`src/rtl/ps2_sync.sv`:
```
// Three-flop synchroniser for one asynchronous PS/2 line, with falling-edge detect.
// Stand-alone so the keyboard receiver can instantiate the same block.
module ps2_sync (
    input  logic i_clk,
    input  logic i_clrn,
    input  logic i_line,
    output logic o_level,
    output logic o_fall
);

    logic [2:0] r_sync;

    // Idle PS/2 lines float high, so the flops reset to 1 to avoid a false edge.
    always_ff @(posedge i_clk or negedge i_clrn) begin
        if (!i_clrn) begin
            r_sync <= 3'b111;
        end else begin
            r_sync <= {r_sync[1:0], i_line};
        end
    end

    assign o_level = r_sync[1];
    assign o_fall  = r_sync[2] & ~r_sync[1];

endmodule

```
`src/rtl/ps2_host_tx.sv`:
```
// PS/2 host-to-device byte transmitter: inhibit, request-to-send, 10 clocked bits,
// then the device ACK bit, with a shared inhibit/watchdog timer.
module ps2_host_tx #(
    parameter int INHIBIT_CYCLES = 5000,
    parameter int TIMEOUT_CYCLES = 100000
) (
    input  logic       clk,
    input  logic       clrn,
    input  logic       ps2_clk,
    input  logic       ps2_data,
    output logic       ps2_clk_oe,
    output logic       ps2_data_oe,
    input  logic [7:0] data_in,
    input  logic       valid,
    output logic       ready,
    output logic       busy,
    output logic       done,
    output logic       err
);

    localparam logic [2:0] S_IDLE    = 3'd0;
    localparam logic [2:0] S_INHIBIT = 3'd1;
    localparam logic [2:0] S_SEND    = 3'd2;
    localparam logic [2:0] S_ACK     = 3'd3;
    localparam logic [2:0] S_FIN     = 3'd4;

    // Start + 8 data + parity + stop; the host drives bits after start on falling edges.
    localparam int         FRAME_BITS = 11;
    localparam logic [3:0] STOP_IDX   = 4'(FRAME_BITS - 2);

    localparam int TIMER_MAX = (INHIBIT_CYCLES > TIMEOUT_CYCLES) ? INHIBIT_CYCLES : TIMEOUT_CYCLES;
    localparam int TIMER_W   = $clog2(TIMER_MAX + 1);
    localparam logic [TIMER_W-1:0] INHIBIT_LAST = TIMER_W'(INHIBIT_CYCLES - 1);
    localparam logic [TIMER_W-1:0] TIMEOUT_LAST = TIMER_W'(TIMEOUT_CYCLES - 1);

    function automatic logic odd_parity(input logic [7:0] d);
        return ~^d;
    endfunction

    logic               w_clk_fall;
    logic               w_data_level;
    logic               w_clk_level_unused;
    logic               w_data_fall_unused;

    logic [2:0]         r_state,    w_state;
    logic [9:0]         r_frame,    w_frame;
    logic [3:0]         r_idx,      w_idx;
    logic [TIMER_W-1:0] r_timer,    w_timer;
    logic               r_clk_oe,   w_clk_oe;
    logic               r_data_oe,  w_data_oe;
    logic               r_err,      w_err;

    ps2_sync u_sync_clk (
        .i_clk   (clk),
        .i_clrn  (clrn),
        .i_line  (ps2_clk),
        .o_level (w_clk_level_unused),
        .o_fall  (w_clk_fall)
    );

    ps2_sync u_sync_data (
        .i_clk   (clk),
        .i_clrn  (clrn),
        .i_line  (ps2_data),
        .o_level (w_data_level),
        .o_fall  (w_data_fall_unused)
    );

    always_ff @(posedge clk or negedge clrn) begin
        if (!clrn) begin
            r_state   <= S_IDLE;
            r_frame   <= '0;
            r_idx     <= '0;
            r_timer   <= '0;
            r_clk_oe  <= 1'b0;
            r_data_oe <= 1'b0;
            r_err     <= 1'b0;
        end else begin
            r_state   <= w_state;
            r_frame   <= w_frame;
            r_idx     <= w_idx;
            r_timer   <= w_timer;
            r_clk_oe  <= w_clk_oe;
            r_data_oe <= w_data_oe;
            r_err     <= w_err;
        end
    end

    always_comb begin
        w_state   = r_state;
        w_frame   = r_frame;
        w_idx     = r_idx;
        w_timer   = r_timer;
        w_clk_oe  = r_clk_oe;
        w_data_oe = r_data_oe;
        w_err     = r_err;
        case (r_state)
            S_IDLE: begin
                w_clk_oe  = 1'b0;
                w_data_oe = 1'b0;
                w_timer   = '0;
                if (valid) begin
                    w_frame  = {1'b1, odd_parity(data_in), data_in};
                    w_err    = 1'b0;
                    w_clk_oe = 1'b1;
                    w_state  = S_INHIBIT;
                end
            end
            S_INHIBIT: begin
                if (r_timer == INHIBIT_LAST) begin
                    w_clk_oe  = 1'b0;
                    w_data_oe = 1'b1;
                    w_idx     = '0;
                    w_timer   = '0;
                    w_state   = S_SEND;
                end else begin
                    w_timer = r_timer + TIMER_W'(1);
                end
            end
            S_SEND, S_ACK: begin
                // The same timer now measures the gap between device clock edges.
                if (w_clk_fall) begin
                    w_timer = '0;
                    if (r_state == S_SEND) begin
                        w_data_oe = ~r_frame[r_idx];
                        w_idx     = r_idx + 4'd1;
                        if (r_idx == STOP_IDX) begin
                            w_state = S_ACK;
                        end
                    end else begin
                        w_err   = w_data_level;
                        w_state = S_FIN;
                    end
                end else if (r_timer == TIMEOUT_LAST) begin
                    w_clk_oe  = 1'b0;
                    w_data_oe = 1'b0;
                    w_err     = 1'b1;
                    w_state   = S_FIN;
                end else begin
                    w_timer = r_timer + TIMER_W'(1);
                end
            end
            S_FIN: begin
                w_clk_oe  = 1'b0;
                w_data_oe = 1'b0;
                w_timer   = '0;
                w_state   = S_IDLE;
            end
            default: begin
                w_clk_oe  = 1'b0;
                w_data_oe = 1'b0;
                w_timer   = '0;
                w_state   = S_IDLE;
            end
        endcase
    end

    assign ps2_clk_oe  = r_clk_oe;
    assign ps2_data_oe = r_data_oe;
    assign ready       = (r_state == S_IDLE);
    assign busy        = (r_state != S_IDLE);
    assign done        = (r_state == S_FIN);
    assign err         = (r_state == S_FIN) & r_err;

endmodule

```
`config.mk`:
```
export PLATFORM = sky130hd
export DESIGN_NAME = ps2_host_tx
export DESIGN_NICKNAME = d
export VERILOG_FILES = /design/src/rtl/ps2_sync.sv /design/src/rtl/ps2_host_tx.sv
export SDC_FILE = /design/constraint.sdc
export NUM_CORES = 1
export LEC_CHECK = 0
export ABC_CLOCK_PERIOD_IN_PS = 5450
export BUFFER_PORTS_ARGS = -buffer_cell sky130_fd_sc_hd__buf_2
export CORE_MARGIN = 2
export CORE_UTILIZATION = 63
export DETAILED_ROUTE_END_ITERATION = 10
export PLACE_DENSITY = 0.84
export SYNTH_ARGS = -nofsm -noshare
export SYNTH_HDL_FRONTEND = slang
export SYNTH_SLANG_ARGS = --single-unit
```
`constraint.sdc`:
```
create_clock -name clk -period 5.45 [get_ports clk]
set_input_delay 0.2725 -clock clk [delete_from_list [all_inputs] [get_ports clk]]
set_output_delay 0.2725 -clock clk [all_outputs]
set_load 0.02 [all_outputs]
```
==> flow_summary.toml <==
[outcome]
status = "finished, final reports clean"

[cells_and_area]
finalNetCount = 245
drive_above_1_share = 0.2314
diodes = 0
syn2layout_area_growth_pct = 8.755
stdcell_area_um2 = 2394
stdcell_count = 275
fill_cells = 252
final_core_utilization = 0.7173

[placement]
io_buffers = 18
dpl_cell_area_um2 = 2313
dp_hpwl_mm = 3.152
dpl.cell_count = 265
place_congestion = 0.8375

[critical_path]
cp_max_fo = 16
arrival_ns = 2.31
cp_cell_sequence = "ha_1 > and3_1 > nor4b_2 > a21oi_2 > nor2_2 > o21ai_0"
cp_top_family = "simple AND/OR/NAND/NOR gates"
crit_buf_inv = 0
max_stage_delay_ns = 0.50
critPathKind = "reg -> reg"
cp-start-kind = "register"
required_ns = 5.66
endpoint_kind = "register"
slowest_stage = "nor2_2"

[global_routing]
grt_max_degree = 43
antenna_found_initial = 0
grt_pass1_vias = 1689
grt_pass1_wl_mm = 7.886
grt_overflow = 0
track_usage = 0.2579

[logic_synthesis]
ys.flop_type = "dfrtp_1"
yosys_warnings = 0
syn_avg_cell_area_um2 = 10.58
ys_types = 49
yosys.area_share.simple = 0.2479
ys_seq_area_frac = 0.4804
synthTopCellsByArea = "dfrtp_1, dfstp_2, xnor2_1"
synth_compound_area_frac = 0.07220
synthMuxAreaShare = 0.08073
synth_top_family_by_area = "simple AND/OR/NAND/NOR gates"
synth-async-reset-ratio = 1.000
yosys.area_share.xor_xnor = 0.07163
syn_area_um2 = 2201
synth_edf_count = 0
synth-seq-cells = 42
synth_area_leader_cell = "dfrtp_1"
synth_nets = 225
yosys.area_share.adder = 0.02274
synthCells = 208
synth_top_area_share = 0.4207

[drt]
avgViaCountPerCell = 6.080
met3WireLength_um = 219
drtIter0Drc = 133
wl_per_cell_um = 15.84
ant_nets = 0
wl_met1_mm = 1.894
wirelength_mm = 4.356
highest_layer = "met4"
drc = 0
dr.pass1.iters = 4
via_count = 1672
dr_wl_met2_mm = 2.125

[cts]
clock_latency_ns = 0.35
htree_levels = 2
cts_made_buffers = 5
clkTransAtPathRegs_ns = 0.12
cts_tree = "done"
clock_path_buffers = 2
cts_sinks = 42
clockRootBuffer = "clkbuf_4"
post_cts_resize_count = 0

[min_path]
min_path_type = "in -> async"

[timing]
final_max_slew_viol_count = 0
clock.fmax_mhz = 476.6
tightest_slew_ns = 0.8860
period_share = 0.3850
skew_ns = 0.005792
rsz0062_at_grt = "no"
hold_viol = 0
slew_headroom = 0.4093
fin_crit_ns = 2.098
timing.setup.tns_ns = 0
setup_viol_count_final = 0

[pwr]
powerDensity_nw_per_um2 = 320.0
p_leak_nw = 1.053
ir_drop_v = 0.0002296

[floorplanning]
pin_count = 19
die_h_um = 63.11
fp.coreArea_um2 = 3337
placementRows = 21
dieWidth_um = 63.11
initial_core_util = 0.6595
fp.dieArea_um2 = 3982

[run]
maxCapViolations = 0
[logic make-up (layout without fill, tap and decap cells)]
| family | count (synthesis) | count (layout) |
|---|---|---|
| adders and majority gates | 4 | 4 |
| xor gates and xnor gates | 18 | 18 |
| muxes | 14 | 14 |
| buffers and inverters | 12 | 33 |
| DFF | 42 | 42 |
| and+or+nand+nor | 92 | 92 |
| AOI/OAI and AO/OA | 26 | 26 |
[flip-flops by register name, indices dropped and copies added (netlist names)]
register and flops:
u_sync_clk.r_sync 3, u_sync_data.r_sync 2, r_frame 10, r_timer 17, ps2_clk_oe 1, ps2_data_oe 1, r_err 1, r_idx 4
r_state 3
[cells in the mapped netlist, drive strengths merged, types with 4 or more instances]
cell	instances
dfrtp	37
nor2	23
nand2	13
xnor2	12
mux2	10
nand3	10
a21oi	9
and3	8
nand2b	8
nor3	6
xor2	6
dfstp	5
inv	5
nand4	5
o21ai	5
a31oi	4
clkbuf	4
ha	4
[cells in the final DEF (no fill, tap or decap), types with 5 or more instances in the layout]
cell / count
nand3_1: 9
dfrtp_1: 37
nor2_1: 22
nand2_1: 13
nand2b_1: 8
xnor2_1: 12
inv_1: 5
nor3_1: 6
buf_2: 18
xor2_1: 6
mux2_2: 9
a21oi_1: 8
o21ai_0: 5
nand4_1: 5
and3_1: 6
clkbuf_4: 5
dfstp_2: 5
[final cells by class]
type / instances / area [um2] / share of cell area
timing repair buffer: 20 / 110.1 / 0.04600
clock inverter: 1 / 5.005 / 0.002091
sequential: 42 / 1057 / 0.4417
clock buffer: 7 / 55.05 / 0.02300
multi-input combinational: 154 / 1090 / 0.4553
inverter: 5 / 18.77 / 0.007841
tap: 46 / 57.56 / 0.02405
[report_power, final]
part           switching, mW  leakage (nW)  total (mW)  internal [mW]
sequential            0.0629         0.527       0.443          0.380
clock                 0.0968        0.0353       0.159         0.0626
combinational         0.0764         0.490       0.164         0.0874
total                  0.236          1.05       0.766          0.530
[per-stage QoR]
| stage | power, mW | setup slack, ns | hold slack, ns |
|---|---|---|---|
| 6_report | 0.7660 | 3.352 | 0.02553 |
| 5_1_grt | 0.8197 | 3.140 | 0.08576 |
| 4_1_cts | 0.7703 | 3.380 | 0.04877 |
| 3_5_place_dp | 0.6105 | 3.397 | 0.3487 |
| 3_3_place_gp | 0.5915 | 3.497 | 0.3502 |
| 2_1_floorplan | 0.5578 | 3.621 | -0.02309 |
[layer usage]
metal,GRT usage,vias to the layer above
li1,-,775
met5,0,-
met1,0.3410,818
met2,0.4043,66
met4,0.1250,0
met3,0.05714,13
[path summary, 6_finish.rpt]
path | from | endpoint | cells after the start | slack, ns
max | r_timer[0] | r_timer[1] | 6 | 3.35
min | clrn | r_idx[3] | 1 | 0.03
max reg2reg | r_timer[0] | r_timer[1] | 6 | 3.35
min reg2reg | u_sync_data.r_sync[0] | u_sync_data.r_sync[1] | 0 | 0.36
max in group asynchronous | clrn | r_timer[3] | 1 | 4.86
min in group clk | data_in[2] | r_frame[2] | 2 | 0.17
[what timing repair did]
action,CTS,global route
hold endpoints to repair,2,0
buffers inserted,0,0
hold buffers,2,0
Note: power is estimated with default switching activity, not from simulation.
